`config.mk`:
```
export PLATFORM = sky130hd
export DESIGN_NAME = pwm_generator
export DESIGN_NICKNAME = d
export VERILOG_FILES = /design/src/rtl/pwm_generator.sv
export SDC_FILE = /design/constraint.sdc
export NUM_CORES = 1
export LEC_CHECK = 0
export BUFFER_PORTS_ARGS = -buffer_cell sky130_fd_sc_hd__buf_2
export CELL_PAD_IN_SITES_DETAIL_PLACEMENT = 0
export CELL_PAD_IN_SITES_GLOBAL_PLACEMENT = 1
export CORE_ASPECT_RATIO = 2
export CORE_MARGIN = 2
export CORE_UTILIZATION = 55
export CTS_BUF_LIST = sky130_fd_sc_hd__clkbuf_8
export DETAILED_ROUTE_END_ITERATION = 6
export PLACE_DENSITY = 0.91
export SLEW_MARGIN = 20
export SYNTH_ARGS = -nofsm -noshare
export SYNTH_HDL_FRONTEND = slang
export SYNTH_SLANG_ARGS = --single-unit
export TNS_END_PERCENT = 30
```
`constraint.sdc`:
```
create_clock -name CLK -period 12 [get_ports CLK]
set_input_delay 2.4 -clock CLK [delete_from_list [all_inputs] [get_ports CLK]]
set_output_delay 2.4 -clock CLK [all_outputs]
set_load 0.01 [all_outputs]
```
`src/rtl/pwm_generator.sv`:
```
// PWM output stage: turns a duty (percent) / period (clocks) pair into a glitch-free
// PWM pin. New settings are computed serially and only take effect on a period wrap.
module pwm_generator #(
  parameter int CNT_W     = 24,
  parameter int DUTY_W    = 8,
  parameter int DUTY_FULL = 100
) (
  input  logic              CLK,
  input  logic              Rst,
  input  logic [DUTY_W-1:0] Duty,
  input  logic [CNT_W-1:0]  Count_P,
  output logic              PWM_Out,
  output logic              Period_Start,
  output logic              Busy
);

  localparam int PROD_W = CNT_W + DUTY_W;
  localparam int DCNT_W = $clog2(PROD_W);
  localparam logic [DUTY_W-1:0] FULL     = DUTY_W'(DUTY_FULL);
  localparam logic [DUTY_W:0]   DIVISOR  = (DUTY_W+1)'(DUTY_FULL);
  localparam logic [DCNT_W-1:0] DIV_LAST = DCNT_W'(PROD_W-1);

  typedef enum logic [1:0] {IDLE, MUL, DIV, DONE} eng_state_t;
  eng_state_t state;

  logic [DUTY_W-1:0] duty_clamped;
  logic [DUTY_W-1:0] samp_d;
  logic [CNT_W-1:0]  samp_p;
  logic [PROD_W-1:0] dq;
  logic [DUTY_W-1:0] rem;
  logic [DUTY_W-1:0] rem_next;
  logic [DUTY_W:0]   shifted;
  logic [DUTY_W:0]   diff;
  logic              q_bit;
  logic [DCNT_W-1:0] div_cnt;
  logic [CNT_W-1:0]  pend_p;
  logic [CNT_W-1:0]  pend_th;
  logic              pend_valid;
  logic [CNT_W-1:0]  act_p;
  logic [CNT_W-1:0]  act_th;
  logic [CNT_W-1:0]  cnt;

  always_comb begin
    duty_clamped = (Duty > FULL) ? FULL : Duty;
  end

  // One restoring-division step: dq shifts the dividend out and the quotient in.
  always_comb begin
    shifted  = {rem, dq[PROD_W-1]};
    q_bit    = (shifted >= DIVISOR);
    diff     = shifted - DIVISOR;
    rem_next = DUTY_W'(q_bit ? diff : shifted);
  end

  always_ff @(posedge CLK) begin
    if (Rst) begin
      state        <= IDLE;
      Busy         <= 1'b0;
      PWM_Out      <= 1'b0;
      Period_Start <= 1'b0;
      samp_d       <= '0;
      samp_p       <= '0;
      dq           <= '0;
      rem          <= '0;
      div_cnt      <= '0;
      pend_p       <= '0;
      pend_th      <= '0;
      pend_valid   <= 1'b0;
      act_p        <= '0;
      act_th       <= '0;
      cnt          <= '0;
    end else begin
      // Period counter; a pending setting is only adopted at a wrap or while stopped.
      if (act_p == '0) begin
        cnt <= '0;
        if (pend_valid) begin
          act_p      <= pend_p;
          act_th     <= pend_th;
          pend_valid <= 1'b0;
        end
      end else if (cnt == act_p - 1'b1) begin
        cnt <= '0;
        if (pend_valid) begin
          act_p      <= pend_p;
          act_th     <= pend_th;
          pend_valid <= 1'b0;
        end
      end else begin
        cnt <= cnt + 1'b1;
      end

      PWM_Out      <= (act_p != '0) && (cnt < act_th);
      Period_Start <= (act_p != '0) && (cnt == '0);

      // Engine sits after the counter so a DONE write wins over a same-cycle load/clear.
      case (state)
        IDLE: begin
          if ((duty_clamped != samp_d) || (Count_P != samp_p)) begin
            samp_d <= duty_clamped;
            samp_p <= Count_P;
            state  <= MUL;
            Busy   <= 1'b1;
          end
        end
        MUL: begin
          dq      <= PROD_W'(samp_p) * PROD_W'(samp_d);
          rem     <= '0;
          div_cnt <= '0;
          state   <= DIV;
        end
        DIV: begin
          rem     <= rem_next;
          dq      <= {dq[PROD_W-2:0], q_bit};
          div_cnt <= div_cnt + 1'b1;
          if (div_cnt == DIV_LAST) state <= DONE;
        end
        DONE: begin
          pend_p     <= samp_p;
          pend_th    <= dq[CNT_W-1:0];
          pend_valid <= 1'b1;
          state      <= IDLE;
          Busy       <= 1'b0;
        end
        default: begin
          state <= IDLE;
          Busy  <= 1'b0;
        end
      endcase
    end
  end

endmodule

```
# Word level (Yosys, flattened, before mapping)
# Cells that the tools add are included.
# Widths: inputs -> output; s select.
op_classes:
  mux: 19
  reduce_logical: 15
  addsub: 4
  multipliers: 1
  order_cmp: 3
  eq_ne: 9
ops:
  columns: ["operator", "count"]
  rows:
  - ["$mux 24", 6]
  - ["$pmux 32 s2", 1]
  - ["$logic_not 24->1", 2]
  - ["$mul 24x8->32", 1]
  - ["$add 24x1->24 const B", 1]
  - ["$eq 24x24->1", 1]
  - ["$lt 24x24->1", 1]
  - ["$ne 24x24->1", 1]
  - ["$reduce_bool 24->1", 1]
  - ["$sub 24x1->24 const B", 1]
  - ["$mux 8", 2]
  - ["$pmux 8 s2", 1]
  - ["$pmux 5 s2", 1]
  - ["$ge 9x7->1 const B", 1]
  - ["$gt 8x7->1 const B", 1]
  - ["$ne 8x8->1", 1]
  - ["$pmux 2 s4", 1]
  - ["$sub 8x7->8 const B", 1]
  - ["$reduce_and 2->1", 3]
  - ["$reduce_bool 2->1", 3]
  - ["$add 5x1->5 const B", 1]
  - ["$eq 5x5->1 const B", 1]
  - ["$eq 2x2->1 const B", 2]
  - ["$mux 1", 4]
  - ["other kinds (9)", 12]
totals:
  input_bits: 34
  wordCells: 66
  out_inout_bits: 3
  regBits: 203

# Longest topological paths before layout
# Gate-level depths: netlist of run 1.
depth:
  word_depth: 6
  mapped_depth: 22
  mapped_depth_nobuf: 19

# Least setup slack after synthesis of run 1
# Ideal clock, no wire load.
synth_timing:
  path_type: "reg-to-reg"
  startpoint: "register samp_d[6]"
  endpoint: "register dq[29]"
  path_slack_ps: 6874
  period_less_slack_ps: 5126
  path_stages_with_launch: 21
  arrival_ps: 5000
  required_ps: 11874
  n_path_buf: 2
  setup_time_ps: 126
  path_cell_list: "dfxtp_1 clkbuf_1 clkbuf_1 nand2_1 fa_1 fa_1 inv_1 fa_1 inv_1 fa_1 inv_1 ha_1 o21ai_1 a21oi_1 o41ai_1 o21ai_1 o21a_1 a21o_1 a311o_1 xnor2_1 o21ai_1"
synth_via:
  elab_chain_len: 2
synth_rtl:
  columns: ["item", "line_no", "source"]
  rows:
  - ["start: declaration", "27", "logic [DUTY_W-1:0] samp_d;"]
  - ["start signal: assignment", "99", "samp_d <= duty_clamped;"]
  - ["$mul 24x8->32", "106", "dq <= PROD_W'(samp_p) * PROD_W'(samp_d);"]
  - ["$pmux 32 s2", "96", "case (state)"]
  - ["end signal: assignment", "106", null]
  - ["end signal: assignment", "113", "dq <= {dq[PROD_W-2:0], q_bit};"]
  - ["end: declaration", "29", "logic [PROD_W-1:0] dq;"]
# Every way passes these cells.
# A chain may end at the register's enable or synchronous reset.

# Final worst setup path of run 1
# Ends and elaborated chain as after synthesis.

==> results of run 1 <==
kinds of logic (layout without fill, tap and decap cells):
| family | after synthesis | after routing | synth area share (%) |
|---|---|---|---|
| other cells | 0 | 1 | 0 |
| fa+ha+maj | 218 | 218 | 23.6 |
| flops | 203 | 203 | 25.8 |
| compound gates | 216 | 216 | 8.89 |
| simple gates | 656 | 656 | 20.7 |
| mux | 124 | 124 | 7.87 |
| xor+xnor | 104 | 104 | 5.77 |
| buf+inv | 300 | 289 | 7.41 |
cell type report:
type	instances	share of cell area, %
multi-input cells	1318	63.6
flip-flops and latches	203	24.5
inverters	194	4.38
clock buffers	34	2.82
well taps	356	2.68
repair buffers	44	1.46
clock inverters	17	0.625
diodes	1	0.0151
metal layers:
metal | share of wire, % | up-vias | track usage [%] | wire [µm]
met5 | 0 | - | 0 | 0
met4 | 5.5 | 0 | 13.7 | 1990
met3 | 3.1 | 104 | 2.88 | 1140
met2 | 54 | 259 | 46.6 | 19500
met1 | 38 | 5858 | 27.2 | 13600
li1 | - | 5896 | - | -
power groups by stage:
stage                     clock network [mW]  registers, mW  logic (mW)
after floorplan                            0          0.797       0.849
after global placement                     0          0.904       0.945
after detailed placement                   0          0.910       0.972
after CTS                              0.561          0.894       0.977
after global routing                   0.587          0.910        1.09
final                                  0.544          0.896       0.968
cells in the final DEF, fill, tap and decap left out, types with 27 or more instances in the layout:
| cell type | netlist | final |
|---|---|---|
| dfxtp_1 | 203 | 203 |
| clkbuf_8 | 0 | 34 |
| nand2_1 | 125 | 125 |
| ha_1 | 86 | 84 |
| xor2_1 | 56 | 56 |
| nor3_1 | 33 | 33 |
| fa_1 | 132 | 132 |
| o21ai_1 | 28 | 27 |
| nor2_1 | 218 | 218 |
| mux2i_1 | 124 | 124 |
| buf_2 | 5 | 35 |
| xnor2_1 | 48 | 48 |
| a21oi_1 | 57 | 57 |
| inv_1 | 191 | 200 |
| and2_1 | 149 | 149 |
stage by stage:
step,hold WS [ns],setup slack [ns]
final,0.466,6.14
after global routing,0.500,5.78
after CTS,0.473,6.12
after detailed placement,0.466,6.12
after global placement,0.443,6.26
after floorplan,0.436,6.87
final timing paths:
kind         startpoint          to  slack [ns]  depth (start not counted)
min reg2reg  div_cnt[4]  div_cnt[4]        0.47                          2
min          div_cnt[4]  div_cnt[4]        0.47                          2
max           samp_d[6]      dq[29]        6.14                         18
max reg2reg   samp_d[6]      dq[29]        6.14                         18
state kept, by name (all words and copies together), names as in the netlist:
| register | flops |
|---|---|
| Busy | 1 |
| PWM_Out | 1 |
| Period_Start | 1 |
| act_p | 24 |
| act_th | 24 |
| cnt | 24 |
| div_cnt | 5 |
| dq | 32 |
| pend_p | 24 |
| pend_th | 24 |
| pend_valid | 1 |
| rem | 8 |
| samp_d | 8 |
| samp_p | 24 |
| state | 2 |
worst max-delay path: cells and delay by family, from the launching register on:
kind                       cells  cell delay [ns]
adders and majority gates      5             2.47
AOI/OAI and AO/OA              8             1.87
DFF                            1             0.93
and+or+nand+nor                1             0.17
buffers and inverters          3             0.16
xor gates and xnor gates       1             0.16
==> out/metrics.cfg, run 1 <==
[logic_synthesis]
synth_ff_type=dfxtp_1
yosysWarnings=0
synth_most_common_cell=nor2_1
synth_edf_count=0
synthArstFlopShare_pct=0
synth.area.top_cells=dfxtp_1 26%, fa_1 17%, mux2i_1 7.9%, ha_1 6.8%, and2_1 5.9%
syn-num-nets=2073
synth_area_um2=15800
synth_top_area_share_pct=25.8
yosys-top-cells-count=218 x nor2_1, 203 x dfxtp_1, 191 x inv_1
synth_seq_area_share_pct=25.8
syn_area_per_cell_um2=8.66
ys_ff_latch=203
yosysUniqueCellTypes=68
synth_top_area_cell=dfxtp_1
netlist_instances=1821

[global_routing]
grt_pass1_vias=12493
grt_pass1_wl_um=60600
antenna_found_initial=1
grt-ovfl-total=0
grt_usage_pct=25.3
grt_max_degree=91

[final_layout]
fill_cells=2515
regArea_um2=4060
stdcell_area_um2=16600
multi_input_area_um2=10600
finalNonFillerCells=2167
final_util_pct=58.9
num-nets-final=2042
drive_above_1_share_pct=5.41
syn2layout_area_growth_pct=5.31

[cts]
postCtsSetupBuffers=0
cts.sinks=203
cts.htree.levels=1
cts_made_buffers=29
cts_tree=yes
cts_resized=0
clkTransAtPathRegs_ns=0.07
cts_hold_buf=0
clock_path_buffers=3
worst_skew_pair.late_latency_ns=0.59
cts_root_buf=clkbuf_8

[die]
fp-row-count=87
fp.dieH_um=244
core_area_um2=28200
ios=37
die-width_um=124
start_util_pct=56.0
die_area_um2=30100

[sta]
rsz0062_at_grt=no
setup_viol=0
tightest_slew_ns=1.03
period_share_pct=48.8
tns_ns=0
slew_violations=0
finalClockSkew_ns=0.0191
clock.fmax_mhz=171
max_slew_margin_pct=31.3
hold_viol=0
layout_min_cycle_time_ns=5.86

[pwr]
switching_share_pct=41.3
pwr-share-seq_pct=37.2
p_total_mw=2.41
cellPowerDensity_nw_per_um2=145
p_int_mw=1.41
switchingPower_uw=995
power.leakage_nw=7.71
pwr-share-clk_pct=22.6
vdd_drop_max_v=0.000264
comb_power_share_pct=40.2

[job]
cap_violations=0

[worst_hold_path]
hold_class=reg -> reg

[drt]
drt_iter0_drc=515
wirelength_um=36300
dr.pass1.iters=5
ant_nets=0
drc=0
vias_per_cell=5.59
vias=12117
drt-wirelength-per-cell_um=16.7

[setup_path]
crit_fanout=28
critPathKind=reg -> reg
crit_path_start_kind=register
cpMostUsedCell=fa_1
crit_path_max_incr_delay_ns=0.93
arrival_ns=6.33
critical_path.cell_chain=nand2_1 -> fa_1 -> fa_1 -> inv_1 -> fa_1 -> inv_1 -> fa_1 -> inv_1 -> ha_1 -> o21ai_1 -> a21oi_1 -> o41ai_1 -> o21ai_1 -> o21a_1 -> a21o_1 -> a311o_1 -> xnor2_1 -> o21ai_1
worstPathRequired_ns=12.47
cp_slowest_cell=dfxtp_1
crit_path_end_kind=register

[placed_design]
place.gp.congestion=0.904
hpwl_um=28200
placedCellCount=2115
placed_cell_area_um2=16000
io_buffers=36

[status]
status=complete, no violations

No activity file was read; power rests on OpenSTA's default activity.
==> inputs of run 2 (changes only) <==
Settings changed: ABC_AREA set to 1, CORE_UTILIZATION 55 to 48, PLACE_DENSITY 0.91 to 0.85.
Clock period 12 ns to 6 ns, I/O delays scaled along.
==> out/metrics.cfg, run 2 <==
[status]
status=complete, no violations

[worst_hold_path]
hold_class=reg -> reg
hp-start=rem[7]

[setup_path]
ff2ff_path_depth=19
cp-startpoint=samp_d[6]
reg2reg_from=samp_d[6]
r2r_slack_ns=0.59
crit_fanout=16
worstPathRequired_ns=6.45
crit_path_end_kind=register
critPathKind=reg -> reg
crit_end=dq[18]
r2r-end=dq[18]
arrival_ns=5.86
crit_path_start_kind=register

[drt]
vias_per_cell=5.17
wirelength_um=50800
vias=15003
dr.pass1.iters=5
drt_iter0_drc=781
drt-wirelength-per-cell_um=17.5
ant_nets=0
drc=0

[sta]
tightest_slew_ns=1.07
setup_viol=0
max_slew_margin_pct=28.4
tns_ns=0
slew_violations=0
layout_min_cycle_time_ns=5.41
hold_viol=0
finalClockSkew_ns=0.0328
rsz0062_at_grt=no
clock.fmax_mhz=185
period_share_pct=90.2

[cts]
worst_skew_pair.late_latency_ns=0.60
cts.sinks=203
cts_tree=yes
cts.htree.levels=1
clock_path_buffers=3
postCtsSetupBuffers=0
cts_root_buf=clkbuf_8
clkTransAtPathRegs_ns=0.07
cts_resized=0
cts_hold_buf=0
cts_made_buffers=31

[logic_synthesis]
synth_top_area_share_pct=24.5
ys_ff_latch=203
synthArstFlopShare_pct=0
yosysUniqueCellTypes=42
yosysWarnings=0
synth_edf_count=0
syn-num-nets=2703
synth.area.top_cells=dfxtp_1 24%, fa_1 16%, nand2_1 14%, inv_1 10%, nor2_1 7.1%
netlist_instances=2451
synth_ff_type=dfxtp_1
yosys-top-cells-count=603 x nand2_1, 462 x inv_1, 316 x nor2_1
syn_area_per_cell_um2=6.77
synth_most_common_cell=nand2_1
synth_seq_area_share_pct=24.5
synth_top_area_cell=dfxtp_1
synth_area_um2=16600

[die]
fp-row-count=96
core_area_um2=34200
ios=37
die_area_um2=36200
start_util_pct=48.5
fp.dieH_um=267
die-width_um=135

[pwr]
p_total_mw=9.44
power.leakage_nw=9.86
vdd_drop_max_v=0.000304
cellPowerDensity_nw_per_um2=532

[global_routing]
grt-ovfl-total=0
grt_pass1_wl_um=81000
grt_usage_pct=29.1
antenna_found_initial=2
grt_max_degree=112
grt_pass1_vias=15548

[final_layout]
drive_above_1_share_pct=7.36
num-nets-final=2688
layout_common_cells=603 x nand2_1, 464 x inv_1, 316 x nor2_1, 203 x dfxtp_1, 132 x fa_1
regArea_um2=4060
final_common_cell=nand2_1
finalNonFillerCells=2900
regMostFlops=dq
multi_input_area_um2=10300
fill_cells=3513
syn2layout_area_growth_pct=6.93
largest_register_ffs=32

[placed_design]
placedCellCount=2844
hpwl_um=39800
place.gp.congestion=0.945
io_buffers=36

[job]
cap_violations=0

## run 2: cells by family (layout without fill, tap and decap cells)
group	after synthesis	after routing	synth area share, %
fa+ha+maj	218	218	22.4
xor+xnor	51	51	2.69
other cells	0	1	0
flops	203	203	24.5
buf+inv	578	585	13.4
compound gates	293	293	9.49
simple gates	1108	1108	27.5
## run 2: worst min path at each step
| stage | to | slack [ns] | cells after the start |
|---|---|---|---|
| 2_1_floorplan | pend_th[0] | 0.44 | 2 |
| 3_3_place_gp | div_cnt[4] | 0.46 | 2 |
| 3_5_place_dp | rem[7] | 0.46 | 2 |
| 4_1_cts | rem[7] | 0.47 | 2 |
| 5_1_grt | rem[7] | 0.49 | 2 |
| 6_report | rem[7] | 0.47 | 2 |
## run 2: final cells by class
cell class / count / share of cell area (%)
multi-input combinational: 1670 / 58.1
sequential: 203 / 22.9
inverter: 470 / 9.95
clock buffer: 41 / 3.18
tap: 441 / 3.11
timing repair buffer: 60 / 2.03
clock inverter: 14 / 0.733
antenna: 1 / 0.0141
## run 2: per-layer routing
layer  global-route usage [%]  part of all wire (%)  vias up
met3                     2.70                   3.8      162
li1                         -                     -     7384
met4                     20.3                   8.4        2
met2                     56.3                    54      398
met5                        0                 0.026        -
met1                     28.2                    34     7057
## run 2: critical path, stage by stage, from the launching register on
cell and delay [ns]:
dfxtp_1 0.78, nand2_1 0.16, fa_1 0.53, fa_1 0.62, inv_1 0.08, fa_1 0.55
inv_1 0.06, fa_1 0.53, inv_1 0.04, ha_1 0.34, a21oi_1 0.20, a21boi_0 0.35
o21ai_0 0.24, nand2_1 0.11, nand2_1 0.11, nand2_1 0.08, nand2_1 0.06, or2_2 0.27
nand3_1 0.10, a21oi_1 0.07
## run 2: metrics by stage
stage | area [µm²] | hold slack [ns] | util (%) | setup WS, ns
6_report | 17700 | 0.467 | 51.8 | 0.590
5_1_grt | 17700 | 0.490 | 51.8 | 0.366
4_1_cts | 17700 | 0.469 | 51.8 | 0.670
3_5_place_dp | 17000 | 0.459 | 49.8 | 0.659
3_3_place_gp | 17000 | 0.456 | 49.8 | 0.734
2_1_floorplan | 16600 | 0.444 | - | 1.20
## run 2: report_power, final
group / internal (mW) / switching [mW]
registers: 1.67 / 0.545
clock network: 0.702 / 0.578
logic: 1.98 / 3.97
total: 4.35 / 5.09
